## src/rtl/lcd_bus_responder_if.sv

```systemverilog
// lcd_bus_responder_if: HD44780-style write bus plus the shadow read
// port and status outputs of the responder.
interface lcd_bus_responder_if;
   logic [7:0] LCD_DATA;
   logic       LCD_RS;
   logic       LCD_RW;
   logic       LCD_EN;
   logic       LCD_ON;
   logic [4:0] rd_addr;
   logic [7:0] rd_char;
   logic [4:0] cursor;
   logic       busy;
   logic       display_on;
   logic       cmd_valid;
   logic       data_valid;
   logic [7:0] cmd_byte;
   logic       protocol_err;

   modport slave (
      input  LCD_DATA, LCD_RS, LCD_RW, LCD_EN, LCD_ON, rd_addr,
      output rd_char, cursor, busy, display_on,
      output cmd_valid, data_valid, cmd_byte, protocol_err
   );

   modport master (
      output LCD_DATA, LCD_RS, LCD_RW, LCD_EN, LCD_ON, rd_addr,
      input  rd_char, cursor, busy, display_on,
      input  cmd_valid, data_valid, cmd_byte, protocol_err
   );
endinterface

```

## src/rtl/lcd_bus_responder.sv

```systemverilog
// lcd_bus_responder: character-LCD bus model keeping a 2x16 DDRAM
// shadow, cursor, display-on flag and HD44780-like busy timing.
module lcd_bus_responder #(
   parameter int BUSY_CYCLES  = 2000,
   parameter int CLEAR_CYCLES = 82000
) (
   input logic                LCD_clk,
   input logic                SYS_rst,
   lcd_bus_responder_if.slave bus
);

   localparam int MAX_CYC =
      (BUSY_CYCLES > CLEAR_CYCLES) ? BUSY_CYCLES : CLEAR_CYCLES;
   localparam int CW = $clog2(MAX_CYC + 1);
   localparam logic [CW-1:0] BUSY_LOAD  = CW'(BUSY_CYCLES - 1);
   localparam logic [CW-1:0] CLEAR_LOAD = CW'(CLEAR_CYCLES - 1);

   typedef enum logic [1:0] {
      S_IDLE     = 2'd0,
      S_BUSY     = 2'd1,
      S_CLEARING = 2'd2
   } state_t;

   logic [7:0] r_q1_data;
   logic       r_q1_rs;
   logic       r_q1_rw;
   logic       r_q1_en;
   logic       r_q1_on;
   logic       r_q2_en;

   logic       r_p_vld;
   logic       r_p_rs;
   logic [7:0] r_p_data;

   state_t     r_state;
   state_t     w_state_nxt;
   logic [CW-1:0] r_cnt;
   logic [CW-1:0] w_cnt_nxt;
   logic [4:0] r_clr_addr;
   logic       w_clr_we;

   logic [7:0] r_shadow [32];
   logic [7:0] r_rd_char;
   logic [4:0] r_cursor;
   logic       r_inc;
   logic       r_display_on;
   logic       r_cmd_valid;
   logic       r_data_valid;
   logic [7:0] r_cmd_byte;
   logic       r_err;

   logic       w_strobe;
   logic       w_busy;
   logic       w_accept;
   logic       w_drop;
   logic       w_acc_cmd;
   logic       w_acc_dat;
   logic       w_is_clear;
   logic       w_is_home;
   logic       w_is_entry;
   logic       w_is_disp;
   logic       w_is_addr;
   logic [6:0] w_a;
   logic       w_addr_ok;
   logic [4:0] w_addr_cur;
   logic       w_long;
   logic       w_start_clear;

   assign w_strobe = r_q2_en & ~r_q1_en;
   assign w_busy   = (r_state != S_IDLE);
   assign w_accept = r_p_vld & ~w_busy;
   assign w_drop   = r_p_vld & w_busy;
   assign w_acc_cmd = w_accept & ~r_p_rs;
   assign w_acc_dat = w_accept & r_p_rs;

   // Address set: 0x00-0x0F is row 0, 0x40-0x4F is row 1.
   assign w_a        = r_p_data[6:0];
   assign w_addr_ok  = (w_a[5:4] == 2'b00) & ~w_a[6] |
                       (w_a[5:4] == 2'b00) & w_a[6];
   assign w_addr_cur = {w_a[6], w_a[3:0]};

   assign w_long        = w_is_clear | w_is_home;
   assign w_start_clear = w_acc_cmd & w_is_clear;

   // Bus sampling, falling-EN detect and one decode pipeline stage.
   always_ff @(posedge LCD_clk) begin
      if (!SYS_rst) begin
         r_q1_data <= 8'h00;
         r_q1_rs   <= 1'b0;
         r_q1_rw   <= 1'b0;
         r_q1_en   <= 1'b0;
         r_q1_on   <= 1'b0;
         r_q2_en   <= 1'b0;
         r_p_vld   <= 1'b0;
         r_p_rs    <= 1'b0;
         r_p_data  <= 8'h00;
      end else begin
         r_q1_data <= bus.LCD_DATA;
         r_q1_rs   <= bus.LCD_RS;
         r_q1_rw   <= bus.LCD_RW;
         r_q1_en   <= bus.LCD_EN;
         r_q1_on   <= bus.LCD_ON;
         r_q2_en   <= r_q1_en;
         r_p_vld   <= w_strobe & ~r_q1_rw & r_q1_on;
         r_p_rs    <= r_q1_rs;
         r_p_data  <= r_q1_data;
      end
   end

   // Instruction class of the byte waiting in the decode stage.
   always_comb begin
      w_is_clear = 1'b0;
      w_is_home  = 1'b0;
      w_is_entry = 1'b0;
      w_is_disp  = 1'b0;
      w_is_addr  = 1'b0;
      unique case (1'b1)
         r_p_data[7]:                    w_is_addr  = 1'b1;
         (r_p_data[7:3] == 5'b00001):    w_is_disp  = 1'b1;
         (r_p_data[7:2] == 6'b000001):   w_is_entry = 1'b1;
         (r_p_data[7:1] == 7'b0000001):  w_is_home  = 1'b1;
         (r_p_data == 8'h01):            w_is_clear = 1'b1;
         default: ;
      endcase
   end

   // Busy state register, countdown and clear-sweep address.
   always_ff @(posedge LCD_clk) begin
      if (!SYS_rst) begin
         r_state    <= S_IDLE;
         r_cnt      <= '0;
         r_clr_addr <= 5'd0;
      end else begin
         r_state <= w_state_nxt;
         r_cnt   <= w_cnt_nxt;
         if (w_start_clear)
            r_clr_addr <= 5'd0;
         else if (r_state == S_CLEARING)
            r_clr_addr <= r_clr_addr + 5'd1;
      end
   end

   // Next busy state; the clear sweep runs inside the busy window.
   always_comb begin
      w_state_nxt = r_state;
      w_cnt_nxt   = r_cnt;
      w_clr_we    = 1'b0;
      unique case (r_state)
         S_IDLE: begin
            if (w_accept) begin
               w_state_nxt = w_start_clear ? S_CLEARING : S_BUSY;
               w_cnt_nxt   = (~r_p_rs & w_long) ? CLEAR_LOAD : BUSY_LOAD;
            end
         end
         S_BUSY: begin
            if (r_cnt == '0)
               w_state_nxt = S_IDLE;
            else
               w_cnt_nxt = r_cnt - 1'b1;
         end
         S_CLEARING: begin
            w_clr_we = 1'b1;
            if (r_cnt == '0) begin
               w_state_nxt = S_IDLE;
            end else begin
               w_cnt_nxt = r_cnt - 1'b1;
               if (r_clr_addr == 5'd31)
                  w_state_nxt = S_BUSY;
            end
         end
         default: begin
            w_state_nxt = S_IDLE;
            w_cnt_nxt   = '0;
         end
      endcase
   end

   // Cursor, modes, pulses and the sticky error flag.
   always_ff @(posedge LCD_clk) begin
      if (!SYS_rst) begin
         r_cursor     <= 5'd0;
         r_inc        <= 1'b1;
         r_display_on <= 1'b0;
         r_cmd_valid  <= 1'b0;
         r_data_valid <= 1'b0;
         r_cmd_byte   <= 8'h00;
         r_err        <= 1'b0;
      end else begin
         r_cmd_valid  <= 1'b0;
         r_data_valid <= 1'b0;
         if (w_drop)
            r_err <= 1'b1;
         if (w_acc_dat) begin
            r_data_valid <= 1'b1;
            r_cmd_byte   <= r_p_data;
            r_cursor     <= r_inc ? r_cursor + 5'd1 : r_cursor - 5'd1;
         end
         if (w_acc_cmd) begin
            r_cmd_valid <= 1'b1;
            r_cmd_byte  <= r_p_data;
            if (w_is_clear) begin
               r_cursor <= 5'd0;
               r_inc    <= 1'b1;
            end
            if (w_is_home)
               r_cursor <= 5'd0;
            if (w_is_entry)
               r_inc <= r_p_data[1];
            if (w_is_disp)
               r_display_on <= r_p_data[2];
            if (w_is_addr) begin
               if (w_addr_ok)
                  r_cursor <= w_addr_cur;
               else
                  r_err <= 1'b1;
            end
         end
      end
   end

   // Shadow DDRAM: clear sweep or a single data write per cycle.
   always_ff @(posedge LCD_clk) begin
      if (!SYS_rst) begin
         for (int i = 0; i < 32; i++)
            r_shadow[i] <= 8'h20;
      end else if (w_clr_we) begin
         r_shadow[r_clr_addr] <= 8'h20;
      end else if (w_acc_dat) begin
         r_shadow[r_cursor] <= r_p_data;
      end
   end

   // Registered read port; same-cycle writes show next cycle.
   always_ff @(posedge LCD_clk) begin
      if (!SYS_rst)
         r_rd_char <= 8'h00;
      else
         r_rd_char <= r_shadow[bus.rd_addr];
   end

   assign bus.rd_char      = r_rd_char;
   assign bus.cursor       = r_cursor;
   assign bus.busy         = w_busy;
   assign bus.display_on   = r_display_on;
   assign bus.cmd_valid    = r_cmd_valid;
   assign bus.data_valid   = r_data_valid;
   assign bus.cmd_byte     = r_cmd_byte;
   assign bus.protocol_err = r_err;

endmodule

```

## src/flat_wrapper.sv

```systemverilog
// flat-port wrapper written by rule: the top's interface ports become plain ports
module lcd_bus_responder_flat 
#(
   parameter int BUSY_CYCLES  = 2000,
   parameter int CLEAR_CYCLES = 82000
)
  (LCD_clk, SYS_rst, bus_LCD_DATA, bus_LCD_RS, bus_LCD_RW, bus_LCD_EN, bus_LCD_ON, bus_rd_addr, bus_rd_char, bus_cursor, bus_busy, bus_display_on, bus_cmd_valid, bus_data_valid, bus_cmd_byte, bus_protocol_err);
  lcd_bus_responder_if bus_i ();
  input logic LCD_clk;
  input logic SYS_rst;
  input wire logic [$bits(bus_i.LCD_DATA)-1:0] bus_LCD_DATA;
  input wire logic [$bits(bus_i.LCD_RS)-1:0] bus_LCD_RS;
  input wire logic [$bits(bus_i.LCD_RW)-1:0] bus_LCD_RW;
  input wire logic [$bits(bus_i.LCD_EN)-1:0] bus_LCD_EN;
  input wire logic [$bits(bus_i.LCD_ON)-1:0] bus_LCD_ON;
  input wire logic [$bits(bus_i.rd_addr)-1:0] bus_rd_addr;
  output wire logic [$bits(bus_i.rd_char)-1:0] bus_rd_char;
  output wire logic [$bits(bus_i.cursor)-1:0] bus_cursor;
  output wire logic [$bits(bus_i.busy)-1:0] bus_busy;
  output wire logic [$bits(bus_i.display_on)-1:0] bus_display_on;
  output wire logic [$bits(bus_i.cmd_valid)-1:0] bus_cmd_valid;
  output wire logic [$bits(bus_i.data_valid)-1:0] bus_data_valid;
  output wire logic [$bits(bus_i.cmd_byte)-1:0] bus_cmd_byte;
  output wire logic [$bits(bus_i.protocol_err)-1:0] bus_protocol_err;
  assign bus_i.LCD_DATA = bus_LCD_DATA;
  assign bus_i.LCD_RS = bus_LCD_RS;
  assign bus_i.LCD_RW = bus_LCD_RW;
  assign bus_i.LCD_EN = bus_LCD_EN;
  assign bus_i.LCD_ON = bus_LCD_ON;
  assign bus_i.rd_addr = bus_rd_addr;
  assign bus_rd_char = bus_i.rd_char;
  assign bus_cursor = bus_i.cursor;
  assign bus_busy = bus_i.busy;
  assign bus_display_on = bus_i.display_on;
  assign bus_cmd_valid = bus_i.cmd_valid;
  assign bus_data_valid = bus_i.data_valid;
  assign bus_cmd_byte = bus_i.cmd_byte;
  assign bus_protocol_err = bus_i.protocol_err;
  lcd_bus_responder #(.BUSY_CYCLES(BUSY_CYCLES), .CLEAR_CYCLES(CLEAR_CYCLES)) u_core (.LCD_clk(LCD_clk), .SYS_rst(SYS_rst), .bus(bus_i));
endmodule
```

## config.mk

```make
export PLATFORM = sky130hd
export DESIGN_NAME = lcd_bus_responder_flat
export DESIGN_NICKNAME = d
export VERILOG_FILES = /design/src/rtl/lcd_bus_responder_if.sv /design/src/rtl/lcd_bus_responder.sv /design/src/flat_wrapper.sv
export SDC_FILE = /design/constraint.sdc
export NUM_CORES = 1
export LEC_CHECK = 0
export ABC_AREA = 1
export BUFFER_PORTS_ARGS = -buffer_cell sky130_fd_sc_hd__buf_2
export CAP_MARGIN = 20
export CORE_UTILIZATION = 50
export DETAILED_ROUTE_END_ITERATION = 8
export HOLD_SLACK_MARGIN = 0.1
export PLACE_DENSITY = 0.65
export RECOVER_POWER = 100
export SYNTH_ARGS = -nofsm -noshare
export SYNTH_HDL_FRONTEND = slang
export SYNTH_SLANG_ARGS = --single-unit
export TNS_END_PERCENT = 30
```

## constraint.sdc

```tcl
create_clock -name LCD_clk -period 3.8 [get_ports LCD_clk]
set_clock_uncertainty 0.2 [all_clocks]
set_input_delay 0.19 -clock LCD_clk [delete_from_list [all_inputs] [get_ports LCD_clk]]
set_output_delay 0.19 -clock LCD_clk [all_outputs]
set_load 0.05 [all_outputs]
```

# ---- Word level (Yosys, flattened, before mapping)
# Memory sizes are Yosys's and may differ from the RTL's. A register that Yosys moved wholly into a read port is not among the register bits.
# Index checks and enable logic that the tools add are counted.
dict set report word_totals {
  output_inout_bits 26
  latchBits 0
  elab_cells 115
  ramBits 256
  regBits 65
  memories 1
  rom_bits 0
}
dict set report op_classes {
  div_mod_pow 0
  order_cmp 0
  eq_ne 11
  n_reduce_logical 15
  n_mul 0
  add_sub_neg 4
  n_mux 46
  bitwise 19
  shifts 0
}
# name depth width rd rd_ports_with_merged_regs write_ports line_no
set mem_list {}
lappend mem_list {u_core.r_shadow 32 8 1 1 32 lcd_bus_responder.sv:42} ;# logic [7:0] r_shadow [32];
# operator count
set ops {}
lappend ops {{two-way mux 17 bit} 3}
lappend ops {{two-way mux 5 bit} 9}
lappend ops {{one-hot mux 17 bit (2 select lines)} 1}
lappend ops {{two-way mux 8 bit} 4}
lappend ops {{two-way mux 1 bit} 23}
lappend ops {{zero test 17 bit} 1}
lappend ops {{subtractor 17 x 1 -> 17 bit, second input constant} 1}
lappend ops {{OR reduction 8 bit} 2}
lappend ops {{bitwise AND 1 bit} 11}
lappend ops {{adder 5 x 1 -> 5 bit, second input constant} 2}
lappend ops {{two-way mux 2 bit} 5}
lappend ops {{equality test 8 x 1 -> 1 bit, second input constant} 1}
lappend ops {{equality test 7 x 1 -> 1 bit, second input constant} 1}
lappend ops {{equality test 6 x 1 -> 1 bit, second input constant} 1}
lappend ops {{NOT 1 bit} 6}
lappend ops {{one-hot mux 2 bit (3 select lines)} 1}
lappend ops {{AND reduction 2 bit} 3}
lappend ops {{nonzero test 2 bit} 3}
lappend ops {{equality test 5 x 1 -> 1 bit, second input constant} 1}
lappend ops {{equality test 5 bit, second input constant} 1}
lappend ops {{subtractor 5 x 1 -> 5 bit, second input constant} 1}
lappend ops {{zero test 2 bit} 2}
lappend ops {{!= test 2 x 1 -> 1 bit, second input constant} 2}
lappend ops {{OR reduction 2 bit} 2}
lappend ops {{7 further kinds} 8}

# ---- Longest topological paths before layout
dict set report depth {
  ltp_word 10
  depth_mapped 13
  ltp_nobuf 12
}

# ---- Worst setup path before layout
# Ideal clock, no wire load.
dict set report synth_path {
  path_type {reg2reg}
  start {reg u_core.r_state[0]}
  end {mem u_core.r_shadow[20][0] (enable)}
  path_stages_with_launch 14
  path_slack_ns 1.103
  required_ns 3.271
  synth_period_minus_slack_ns 2.697
  setup_time_ns 0.329
  t_arrival_ns 2.168
  path_cell_list {dfxtp_1 -> inv_1 -> ha_1 -> nand2_1 -> nor2_4 -> nand3_2 -> buf_2 -> nand2_1 -> o21ai_2 -> inv_2 -> nor2_4 -> buf_4 -> nand2_1 -> nand2_1}
}
# element line_no
set synth_rtl {}
lappend synth_rtl {{from (decl)} lcd_bus_responder.sv:35} ;# state_t r_state;
lappend synth_rtl {{from (signal assigned)} lcd_bus_responder.sv:134} ;# r_state <= w_state_nxt;
lappend synth_rtl {{to (decl)} lcd_bus_responder.sv:42}

==> results.ini <==
[synth]
synth_top_family_by_area = simple AND/OR/NAND/NOR gates
synthesis.area_um2 = 15100
ys_seq_elements = 329
yosys-mux-area-fraction_pct = 0
syn-num-nets = 1722
synthDistinctLibCells = 35
synth-main-ff-cell = edfxtp_1
synth_largest_area_cell = edfxtp_1
yosysMostFrequentCell = nand2_1
yosysWarnings = 0
async_flop_share_pct = 0
synth-edff-count = 256
synth_common_cells = 470 x nand2_1, 321 x nor2_1, 256 x edfxtp_1, 207 x nand3_1, 84 x clkbuf_1
ys_seq_area_share_pct = 60.7
yosys.area_share.xor_xnor_pct = 0.523
synthSimpleGateAreaFrac_pct = 28.7
avgSynthCellArea_um2 = 8.91
synth_top_area_share_pct = 51.0
synthAdderAreaFrac_pct = 1.05
synth-compound-area-share_pct = 4.59
synthCells = 1691
synth_area_leaders = edfxtp_1 51%, nand2_1 12%, dfxtp_1 9.7%, nor2_1 8.0%, nand3_1 6.9%

[critical_path]
required_ns = 3.76
cp_data_arrival_time_ns = 3.41
crit_slowest_cell = nor2_1
end_kind = register
slowest_delay_ns = 0.38
crit_type = register to register
path_max_fanout = 12
startpoint = u_core.r_state[0]
cp-start-kind = register
regToRegStartpoint = u_core.r_state[0]
crit_chain = inv_1 -> ha_1 -> nand2_1 -> nor2_4 -> nand3_2 -> o21ai_1 -> nand2_1 -> nor2_1 -> buf_4 -> clkbuf_1 -> nand2_1 -> nand2_1
crit_top_cell = nand2_1

[placement]
post-place-cells = 2050
dpl_cell_area_um2 = 15600
pre_cts_ws_ns = 0.348
gp_congestion = 0.895
port_buffers = 44
dp_hpwl_um = 23800

[drt]
routedWlPerCell_um = 18.1
drc_errors = 0
routed_wl_um = 38600
drtPass1Iterations = 5
vias_per_cell = 5.42
drtAntennaViolNets = 0
drtIter0Drc = 1285
vias = 11600

[finish]
multi_input_area_um2 = 5200
nets = 1752
fin_area_um2 = 16900
insertedDiodeCount = 0
syn_to_final_growth_pct = 12.3
finalNonFillerCells = 2139
fillers = 2668
drive_above_1_share_pct = 6.52
seq_area_um2 = 9150

[power]
p_leak_nw = 6.36
peakVddDrop_uv = 534
total_power_mw = 8.58
power.density_cell_area_nw_per_um2 = 508

[cts]
htreeDepth = 2
clk_latency_ns = 0.52
root_buffer = clkbuf_16
tritoncts = yes
cts_max_path_buffers = 3
cts.sinks = 329
cts_buffers = 37
cts_resized = 0
path_clk_slew_ns = 0.06

[global_route]
track_usage_pct = 25.5
grt_pass1_vias = 11100
grt_overflow = 0
antenna_found_initial = 0
grt_pass1_wl_um = 59900
grt_max_degree = 65

[timing]
fin_ws_ns = 0.357
setup_tns_ns = 0
drv_slew = 0
hold_viol_final = 0
rsz0062_at_grt = false
worst_pin_slew_ns = 1.49
post-route-period-util_pct = 90.6
fmax_mhz = 290
min_period_ns = 3.44
finalSetupViolations = 0
slew_headroom_pct = 0.716

[min_path]
min_from = bus_rd_addr[3]
hold_path.class = input port to register

[floorplan]
initial_core_util_pct = 50.8
io_pins = 45
die_x_um = 176
fp.coreArea_um2 = 29600
rows = 63
dieArea_um2 = 30800
fp.dieH_um = 176

[run_status]
status = finished clean

[job]
maxCapViolations = 0

[state kept, by name (all words and copies together), names as in the netlist, 2 cells and up]
name / count
u_core.r_p_data: 8
u_core.bus.rd_char: 8
u_core.bus.cursor: 5
u_core.r_state: 2
u_core.r_q1_data: 8
u_core.bus.cmd_byte: 8
u_core.r_cnt: 17
u_core.r_shadow: 256
u_core.r_clr_addr: 5
[cells by family (layout without fill, tap and decap cells)]
kind of cell	Yosys count	in the layout
buffers and inverters	173	231
AOI/OAI and AO/OA	131	131
and+or+nand+nor	1037	1037
DFF	329	329
xor gates and xnor gates	9	9
adders and majority gates	12	12
[cell type report]
cell class,count,share of cell area [%]
clock inverter,12,0.533
timing repair buffer,86,3.25
clock buffer,55,6.68
sequential,329,54.1
multi-input combinational,1189,30.8
inverter,78,1.75
tap,390,2.89
[worst max-delay path, delay by kind of cell, from the launching register on]
kind	cells	cell delay (ns)
fa+ha+maj	1	0.22
simple gates	7	1.61
buf+inv	3	0.47
compound gates	1	0.26
flops	1	0.32
[what timing repair did]
item | CTS | global route
endpoints found under the setup margin | 0 | 8
buffers inserted | 0 | 5
endpoints found under the hold margin | 20 | 0
hold buffers | 16 | 0
[layer usage]
layer	global-route usage, %	up-vias	share of wire [%]
met5	0	-	0
met3	3.77	77	8.0
met4	8.73	0	2.7
met1	34.2	5377	42
met2	42.5	487	47
li1	-	5659	-
[where the power goes]
group / total [mW] / leakage (nW) / internal [mW] / switching [mW]
Combinational: 0.986 / 2.64 / 0.292 / 0.694
Clock: 3.52 / 0.603 / 2.13 / 1.39
Sequential: 4.08 / 3.12 / 4.01 / 0.0716
[cell usage in the layout (no fill, tap or decap), types with 5 or more instances in the layout]
cell / Yosys / layout
o22ai_1: 8 / 8
dlygate4sd3_1: 0 / 16
nor2_4: 11 / 10
nor3_1: 9 / 9
clkbuf_1: 84 / 42
nor2_1: 321 / 322
a21oi_1: 50 / 50
edfxtp_1: 256 / 256
nand3_1: 207 / 207
nand2_1: 470 / 477
buf_4: 3 / 14
clkbuf_8: 0 / 5
xor2_1: 6 / 6
ha_1: 11 / 11
clkinv_2: 0 / 5
o21ai_0: 62 / 63
dfxtp_1: 73 / 73
inv_1: 73 / 73
buf_2: 3 / 17
clkinv_1: 2 / 5
clkbuf_16: 0 / 41
[path summary, 6_finish.rpt]
| path | end | slack, ns | cells after the start |
|---|---|---|---|
| worst max-delay path | u_core.r_shadow[27][6] | 0.36 | 12 |
| worst max register to register | u_core.r_shadow[27][6] | 0.36 | 12 |
| worst min register to register | u_core.r_p_vld | 0.20 | 1 |
| worst min-delay path | u_core.bus.rd_char[3] | 0.13 | 5 |
[stage by stage]
step | utilization (%) | hold slack (ns)
after floorplan | - | 0.0876
after CTS | 57.2 | 0.110
after detailed placement | 52.6 | 0.175
after global placement | 52.6 | 0.173
after global routing | 57.0 | 0.156
final | 57.0 | 0.134
Note: power is estimated with default switching activity, not from simulation.
